## config.mk

```make
export PLATFORM = sky130hd
export DESIGN_NAME = round_referee_flat
export DESIGN_NICKNAME = d
export VERILOG_FILES = /design/src/rtl/round_referee_if.sv /design/src/rtl/round_referee.sv /design/src/flat_wrapper.sv
export SDC_FILE = /design/constraint.sdc
export NUM_CORES = 1
export LEC_CHECK = 0
export BUFFER_PORTS_ARGS = -buffer_cell sky130_fd_sc_hd__buf_4
export CAP_MARGIN = 5
export CORE_MARGIN = 8
export CORE_UTILIZATION = 59
export DETAILED_ROUTE_END_ITERATION = 7
export MAX_ROUTING_LAYER = met4
export PLACE_DENSITY = 0.81
export SLEW_MARGIN = 5
export SYNTH_ARGS = -nofsm -noshare
export SYNTH_HDL_FRONTEND = slang
export SYNTH_SLANG_ARGS = --single-unit
```

## constraint.sdc

```tcl
create_clock -name clock -period 6.1 [get_ports clock]
set_input_delay 0.305 -clock clock [delete_from_list [all_inputs] [get_ports clock]]
set_output_delay 0.305 -clock clock [all_outputs]
set_load 0.01 [all_outputs]
```

## src/rtl/round_referee_if.sv

```systemverilog
// round_referee_if: handshake between the referee and the move predictor.
//   comp_choice  predictor's committed move (00 rock, 01 scissors, 10 paper, 11 illegal)
//   comp_ready   high while comp_choice is stable and committed
//   start_n      active-low strobe from the referee; its falling edge makes the predictor learn
//   master: referee side, slave: predictor side
interface round_referee_if;
    logic [1:0] comp_choice;
    logic       comp_ready;
    logic       start_n;
    modport master (input comp_choice, input comp_ready, output start_n);
    modport slave (output comp_choice, output comp_ready, input start_n);
endinterface

```

## src/rtl/round_referee.sv

```systemverilog
// round_referee: debounces the play key, runs one rock/scissors/paper round against the predictor,
// keeps scores up to WIN_SCORE and drives two active-low score digits.
//   clock        system clock
//   reset        asynchronous active-low reset
//   play_n       raw bouncing play key, active-low
//   user_move    user's move from the switches (11 illegal)
//   pred         predictor handshake (comp_choice, comp_ready in; start_n out)
//   round_valid  one-cycle pulse when outcome/scores/last moves update
//   outcome      00 tie, 01 user wins, 10 computer wins, 11 aborted/illegal
//   last_user, last_comp    moves of the most recent judged round
//   user_score, comp_score  binary scores 0..WIN_SCORE
//   game_over    set when either score reaches WIN_SCORE, cleared only by reset
//   hex_user, hex_comp      active-low segments {g,f,e,d,c,b,a}
// Build option: define SCORE_HEX_EN to decode the scores onto the digits; otherwise both digits are blank.
module round_referee #(
    parameter int DEBOUNCE_CYCLES    = 1000000,
    parameter int START_PULSE_CYCLES = 4,
    parameter int READY_TIMEOUT      = 255,
    parameter int WIN_SCORE          = 9
) (
    input  logic              clock,
    input  logic              reset,
    input  logic              play_n,
    input  logic [1:0]        user_move,
    round_referee_if.master   pred,
    output logic              round_valid,
    output logic [1:0]        outcome,
    output logic [1:0]        last_user,
    output logic [1:0]        last_comp,
    output logic [3:0]        user_score,
    output logic [3:0]        comp_score,
    output logic              game_over,
    output logic [6:0]        hex_user,
    output logic [6:0]        hex_comp
);
    localparam int DW = $clog2(DEBOUNCE_CYCLES + 1);
    localparam int TMAX = READY_TIMEOUT > START_PULSE_CYCLES ? READY_TIMEOUT : START_PULSE_CYCLES;
    localparam int TW = $clog2(TMAX + 1);
    localparam logic [3:0] WS = 4'(WIN_SCORE);

    typedef enum logic [2:0] {IDLE, WAIT_READY, PULSE, JUDGE, RELEASE} state_t;

    state_t state, next;
    logic [1:0] sync;
    logic deb, deb_d, press;
    logic [DW-1:0] dcnt;
    logic [TW-1:0] cnt;
    logic [1:0] u_q, c_q, j_user, j_comp, outcome_d;
    logic judge, j_abort, cap_u, cap_c, u_win, c_win;

    // The counter only advances while the synchronized key disagrees with the accepted level,
    // so any bounce back to the accepted level restarts the stability window.
    always_ff @(posedge clock or negedge reset) begin
        if (!reset) begin
            sync <= 2'b11;
            deb <= 1'b1;
            deb_d <= 1'b1;
            dcnt <= '0;
        end else begin
            sync <= {sync[0], play_n};
            deb_d <= deb;
            if (sync[1] == deb)
                dcnt <= '0;
            else if (dcnt == DW'(DEBOUNCE_CYCLES - 1)) begin
                deb <= sync[1];
                dcnt <= '0;
            end else
                dcnt <= dcnt + 1'b1;
        end
    end

    assign press = deb_d & ~deb;

    always_ff @(posedge clock or negedge reset) begin
        if (!reset) begin
            state <= IDLE;
            cnt <= '0;
        end else begin
            state <= next;
            cnt <= (next != state) ? '0 : cnt + 1'b1;
        end
    end

    // Result of the round is resolved on the transition into JUDGE so round_valid
    // is high during the JUDGE cycle itself.
    always_comb begin
        next = state;
        judge = 1'b0;
        j_user = u_q;
        j_comp = c_q;
        j_abort = 1'b0;
        cap_u = 1'b0;
        cap_c = 1'b0;
        case (state)
            IDLE:
                if (press && !game_over) begin
                    if (user_move == 2'b11) begin
                        next = JUDGE;
                        judge = 1'b1;
                        j_user = user_move;
                        j_comp = 2'b00;
                        j_abort = 1'b1;
                    end else begin
                        next = WAIT_READY;
                        cap_u = 1'b1;
                    end
                end
            WAIT_READY:
                if (pred.comp_ready) begin
                    if (pred.comp_choice == 2'b11) begin
                        next = JUDGE;
                        judge = 1'b1;
                        j_comp = 2'b11;
                        j_abort = 1'b1;
                    end else begin
                        next = PULSE;
                        cap_c = 1'b1;
                    end
                end else if (cnt == TW'(READY_TIMEOUT - 1)) begin
                    next = JUDGE;
                    judge = 1'b1;
                    j_comp = 2'b00;
                    j_abort = 1'b1;
                end
            PULSE:
                if (cnt == TW'(START_PULSE_CYCLES - 1)) begin
                    next = JUDGE;
                    judge = 1'b1;
                end
            JUDGE:
                next = RELEASE;
            RELEASE:
                if (deb) next = IDLE;
            default:
                next = IDLE;
        endcase
    end

    assign u_win = !j_abort && ((j_user == 2'b00 && j_comp == 2'b01) ||
                                (j_user == 2'b01 && j_comp == 2'b10) ||
                                (j_user == 2'b10 && j_comp == 2'b00));
    assign c_win = !j_abort && ((j_comp == 2'b00 && j_user == 2'b01) ||
                                (j_comp == 2'b01 && j_user == 2'b10) ||
                                (j_comp == 2'b10 && j_user == 2'b00));
    assign outcome_d = j_abort ? 2'b11 : u_win ? 2'b01 : c_win ? 2'b10 : 2'b00;

    always_ff @(posedge clock or negedge reset) begin
        if (!reset) begin
            u_q <= 2'b00;
            c_q <= 2'b00;
            pred.start_n <= 1'b1;
            round_valid <= 1'b0;
            outcome <= 2'b00;
            last_user <= 2'b00;
            last_comp <= 2'b00;
            user_score <= 4'd0;
            comp_score <= 4'd0;
            game_over <= 1'b0;
        end else begin
            if (cap_u) u_q <= user_move;
            if (cap_c) c_q <= pred.comp_choice;
            pred.start_n <= (next != PULSE);
            round_valid <= judge;
            if (judge) begin
                outcome <= outcome_d;
                last_user <= j_user;
                last_comp <= j_comp;
                if (u_win && user_score != WS) user_score <= user_score + 4'd1;
                if (c_win && comp_score != WS) comp_score <= comp_score + 4'd1;
                if ((u_win && user_score == WS - 4'd1) || (c_win && comp_score == WS - 4'd1))
                    game_over <= 1'b1;
            end
        end
    end

`ifdef SCORE_HEX_EN
    function automatic logic [6:0] seg(input logic [3:0] v);
        case (v)
            4'd0: seg = 7'b1000000;
            4'd1: seg = 7'b1111001;
            4'd2: seg = 7'b0100100;
            4'd3: seg = 7'b0110000;
            4'd4: seg = 7'b0011001;
            4'd5: seg = 7'b0010010;
            4'd6: seg = 7'b0000010;
            4'd7: seg = 7'b1111000;
            4'd8: seg = 7'b0000000;
            4'd9: seg = 7'b0010000;
            default: seg = 7'h7F;
        endcase
    endfunction

    assign hex_user = seg(user_score);
    assign hex_comp = seg(comp_score);
`else
    assign hex_user = 7'h7F;
    assign hex_comp = 7'h7F;
`endif
endmodule

```

## src/flat_wrapper.sv

```systemverilog
// flat-port wrapper written by rule: the top's interface ports become plain ports
module round_referee_flat 
#(
    parameter int DEBOUNCE_CYCLES    = 1000000,
    parameter int START_PULSE_CYCLES = 4,
    parameter int READY_TIMEOUT      = 255,
    parameter int WIN_SCORE          = 9
)
  (clock, reset, play_n, user_move, round_valid, outcome, last_user, last_comp, user_score, comp_score, game_over, hex_user, hex_comp, pred_comp_choice, pred_comp_ready, pred_start_n);
  round_referee_if pred_i ();
  input  logic clock;
  input  logic reset;
  input  logic play_n;
  input  logic [1:0] user_move;
  output logic round_valid;
  output logic [1:0] outcome;
  output logic [1:0] last_user;
  output logic [1:0] last_comp;
  output logic [3:0] user_score;
  output logic [3:0] comp_score;
  output logic game_over;
  output logic [6:0] hex_user;
  output logic [6:0] hex_comp;
  input wire logic [$bits(pred_i.comp_choice)-1:0] pred_comp_choice;
  input wire logic [$bits(pred_i.comp_ready)-1:0] pred_comp_ready;
  output wire logic [$bits(pred_i.start_n)-1:0] pred_start_n;
  assign pred_i.comp_choice = pred_comp_choice;
  assign pred_i.comp_ready = pred_comp_ready;
  assign pred_start_n = pred_i.start_n;
  round_referee #(.DEBOUNCE_CYCLES(DEBOUNCE_CYCLES), .START_PULSE_CYCLES(START_PULSE_CYCLES), .READY_TIMEOUT(READY_TIMEOUT), .WIN_SCORE(WIN_SCORE)) u_core (.clock(clock), .reset(reset), .play_n(play_n), .user_move(user_move), .pred(pred_i), .round_valid(round_valid), .outcome(outcome), .last_user(last_user), .last_comp(last_comp), .user_score(user_score), .comp_score(comp_score), .game_over(game_over), .hex_user(hex_user), .hex_comp(hex_comp));
endmodule
```

---- Word-level counts from Yosys, hierarchy flattened ----
Index checks and enable logic that the tools add are counted.
storage, ports and cells
  latch bits .............................. 0
  word-level logic and storage cells ...... 107
  ROM bits ................................ 0
  register bits ........................... 56
  bits of input ports ..................... 8
  memories kept ........................... 0
  memory bits (writable) .................. 0
operators by class
  equality and inequality tests ........... 20
  shift operators ......................... 0
  multipliers ............................. 0
  bitwise gates (word level) .............. 3
  div/mod/pow operators ................... 0
  magnitude comparators ................... 0
  $add $sub $neg .......................... 4
  reduce and logical (&&, ||, !) cells .... 27
  multiplexer cells ....................... 37
operator list
  cell                                                             number
  20-bit two-way mux                                               2
  2-bit two-way mux                                                12
  20-bit by 1-bit adder with 20-bit output, second input constant  1
  20-bit == test, second input constant                            1
  3-bit two-way mux                                                5
  3-bit case mux with 5 select lines                               1
  1-bit logical AND                                                13
  1-bit two-way mux                                                13
  4-bit by 1-bit adder with 4-bit output, second input constant    2
  8-bit by 1-bit adder with 8-bit output, second input constant    1
  2-bit == test, second input constant                             4
  4-bit == test, second input constant                             2
  8-bit by 2-bit == test with 1-bit output, second input constant  1
  8-bit == test, second input constant                             1
  8-bit two-way mux                                                1
  4-bit inequality test, second input constant                     2
  2-bit AND reduction                                              4
  3-bit by 2-bit == test with 1-bit output, second input constant  2
  1-bit logical OR                                                 5
  2-bit by 1-bit == test with 1-bit output, second input constant  2
  2-bit zero test                                                  2
  2-bit case mux with 2 select lines                               1
  3-bit by 1-bit == test with 1-bit output, second input constant  1
  3-bit == test, second input constant                             1
  other kinds (9)                                                  11

---- Logic depth before layout (Yosys ltp) ----
  depth in word-level cells ............... 13
  depth in mapped cells ................... 8

---- Worst setup path after synthesis ----
No wires, ideal clock.
  kind .................................... register to register
  from .................................... register u_core.state[2]
  to ...................................... register u_core.user_score[1]
  arrival time ............................ 2.229 ns
  cell stages (with the launch flop) ...... 7
  buffers on the path ..................... 1
  library setup time ...................... 0.125 ns
  clock period less this slack ............ 2.354 ns
  setup slack ............................. 3.746 ns
  cell sequence ........................... dfrtp_1 -> or3b_1 -> buf_2 -> or4_4 -> a211oi_4 -> o311ai_2 -> mux2_4
between the ends
  cells in the longest elaborated chain, start to end .. 9
RTL lines
  what                                                                                RTL line                                    text
  start: declaration                                                                  round_referee.sv:43                         state_t state, next;
  start signal: assignment                                                            round_referee.sv:79                         state <= next;
  3-bit by 1-bit == test with 1-bit output / 3-bit zero test (equally long branches)  round_referee.sv:94                         case (state)
  2-bit case mux with 2 select lines / 2-bit two-way mux (equally long branches)      round_referee.sv:94
  2-bit by 1-bit == test with 1-bit output, or another cell as far along              round_referee.sv:139                        assign u_win = !j_abort && ((j_user == 2'b00 && j_comp == 2'b01) ||
  1-bit logical AND, on equally long branches                                         round_referee.sv:139, round_referee.sv:140
  1-bit logical OR                                                                    round_referee.sv:139
  1-bit logical OR                                                                    round_referee.sv:140                        (j_user == 2'b01 && j_comp == 2'b10) ||
  1-bit logical AND                                                                   round_referee.sv:139
  1-bit logical AND                                                                   round_referee.sv:168                        if (u_win && user_score != WS) user_score <= user_score + 4'd1;
  2-bit AND reduction (no source line) (*)                                            -
  end signal: assignment                                                              round_referee.sv:168
  end: declaration                                                                    round_referee.sv:30                         output logic [3:0] user_score,
Mark *: on every way between the ends. The rest lies on a longest branch, timed or not.
A chain may end at the register's enable or synchronous reset.

---- Worst setup path after layout ----
Same ends and word-level chain as after synthesis.

==> run summary <==
Most frequent cells in the layout -> dfrtp_1 (51), nor2_1 (49), buf_4 (24), xnor2_1 (22), nand2_1 (19)
Sequential power share -> 47.9%
P_sw -> 0.353 mW
DR iter-0 viols -> 214
Largest net degree at the start of global routing -> 57
Commonest non-fill, non-tap cell in the layout -> dfrtp_1
First-pass GRT wire length -> 9.83 mm
Endpoint class of the critical path -> register
Logic gate share of total power -> 28.0%
Total Wirelength -> 5.66 mm
Yosys warns -> 0
Largest area contributor in the netlist -> dfrtp_1
Gates resized, CTS repair -> 0
CP Launch Type -> register
Worst-Skew Late Latency -> 0.31 ns
Dpl hpwl -> 4.09 mm
Max Freq -> 395 MHz
Vias per cell -> 5.54
Rows -> 26
CP Data Required Time -> 6.30 ns
H-tree Lvls -> 2
DP Area -> 0.00320 mm²
Post-synthesis cell count -> 302
RSZ-0062 raised after global routing -> false
Critical-path maximum fanout -> 8
Antenna-violating nets left -> 0
Yosys top cell area share -> 42.4%
Post-Syn Area -> 0.00301 mm²
Largest cells by area after synthesis -> dfrtp_1 (42%), xnor2_1 (6.4%), nor2_1 (6.1%), dfstp_2 (4.4%), ha_1 (3.7%)
Layout Nets -> 343
GRT Overall Usage -> 16.8%
Tcrit/Tclk final -> 41.5%
CP max stage delay -> 0.71 ns
Num CTS Buffers -> 5
Internal power -> 0.707 mW
Crit Path Class -> register to register
Number of global-route vias before repair -> 2070
Hold Vio Cnt, Final -> 0
Share of cells above drive strength 1 -> 16.5%
Worst path slowest cell -> or4_2
Cells after DPL -> 389
Max-Cap Viols -> 0
# Post-CTS Setup Buffers -> 0
Peak supply drop -> 0.219 mV
Hold crit path type -> primary input to async pin
Hold Slack -> 0.0291 ns
Grt ovf -> 0
Fin cells -> 397
WP buf/inv -> 0
Total power -> 1.06 mW
Worst Tran Pin Value -> 0.689 ns
Die Y -> 87.4 µm
Pre-CTS setup slack -> 3.61 ns
Final worst setup slack -> 3.57 ns
Final setup violation count -> 0
CTS Root Cell -> clkbuf_8
Post-Syn Area per Cell -> 9.96 µm²
Routed via count -> 2201
Family with the most delay on the worst path -> compound AO/OA/AOI/OAI gates
Crit path cell chain -> or4_2, o21bai_1, a211oi_1, o311ai_2, mux2_4
Initial antenna violation count -> 0
Buffers on Ports -> 24
Initial Util -> 60.1%
Sequential-to-total area share from yosys stat -> 46.8%
Clk slew on worst S/H paths -> 0.10 ns
Chip Width -> 87.4 µm
Area of the core -> 0.00501 mm²
Final Core Density -> 66.2%
Critical path arrival -> 2.73 ns
Leakage -> 1.46 nW
Switching Share -> 33.3%
Total I/O pin count -> 39
Sink Count -> 56
DR pass1 iterations -> 6
Design Area, Final -> 0.00332 mm²
Post-cts hold buffer count -> 0
Post-synth EDFFs -> 0
CTS tree -> built
Synth unique cells -> 53
Top_reg_cell synth -> dfrtp_1
Die footprint -> 0.00764 mm²
Bufs on Longest Clock Path -> 2
Post-synthesis register bit count -> 56
Async S/R FF share, synth -> 100%
Worst rel slew slack -> 53.9%
Slew Viols, Final -> 0
Routed len/inst -> 14.3 µm
Layout area overhead -> 10.3%
Pwr per Cell Area -> 320 mW/mm²
DRC viols -> 0
Final worst path period need -> 2.53 ns
Clock power share -> 24.1%
Final TNS setup -> 0 ns
Clk_skew -> 0.00834 ns
Status -> finished, final reports clean
N_diodes -> 0
Gp weighted congestion -> 0.882
Yosys cell counts (5+ instances only):
master    count
dfstp_2       5
xnor2_1      22
nand3_1      16
o21ai_0       5
nor3b_1       5
mux2_2        7
nor3_1        7
clkbuf_1      5
xor2_1        7
nand2_1      19
ha_1          9
nand4_1       5
inv_1        13
dfrtp_1      51
buf_4        14
and3_1        5
nor2_1       49
registers in the layout, indices dropped and copies added (netlist names):
| signal | flops |
|---|---|
| u_core.c_q | 2 |
| u_core.cnt | 8 |
| u_core.comp_score | 4 |
| u_core.dcnt | 20 |
| u_core.deb | 1 |
| u_core.deb_d | 1 |
| u_core.game_over | 1 |
| u_core.last_comp | 2 |
| u_core.last_user | 2 |
| u_core.outcome | 2 |
| u_core.pred.start_n | 1 |
| u_core.round_valid | 1 |
| u_core.state | 3 |
| u_core.sync | 2 |
| u_core.u_q | 2 |
| u_core.user_score | 4 |
power groups by stage:
stage               registers [mW]  clock network (mW)  logic [mW]
CTS                          0.506               0.261       0.302
global placement             0.509                   0       0.292
floorplan                    0.509                   0       0.199
detailed placement           0.513                   0       0.300
global route                 0.520               0.275       0.339
finish                       0.508               0.256       0.297
routing by layer:
metal  vias to the layer above  GRT usage (%)  share of wire [%]
met5                         -              -                  0
met4                         0           8.13                1.6
met3                         7           4.06                6.8
met2                        68           23.1                 44
met1                      1055           22.6                 47
li1                       1071              -                  -
kinds of logic after synthesis:
family / share of synthesized area (%)
simple gates: 21.7
flops: 46.8
buf+inv: 5.90
fa+ha+maj: 3.74
mux: 3.49
compound gates: 9.85
xor+xnor: 8.44
other cells: 0.125
layout make-up:
class / instances / area, µm²
Clock buffer: 6 / 82.6
Clock inverter: 2 / 38.8
Fill cell: 424 / 1690
Inverter: 13 / 48.8
Multi-Input combinational cell: 226 / 1470
Sequential cell: 56 / 1410
Tap cell: 70 / 87.6
Timing Repair Buffer: 24 / 180
worst paths after layout:
path,startpoint,to,slack (ns),cells past startpoint
min,reset,u_core.dcnt[10],0.03,1
max reg2reg,u_core.state[2],u_core.user_score[1],3.57,5
min reg2reg,u_core.sync[0],u_core.sync[1],0.36,0
max,u_core.state[2],u_core.user_score[1],3.57,5
max in group asynchronous,reset,u_core.outcome[0],5.63,1
min in group clock,play_n,u_core.sync[0],0.09,1
(Power assumes the default switching activity.)
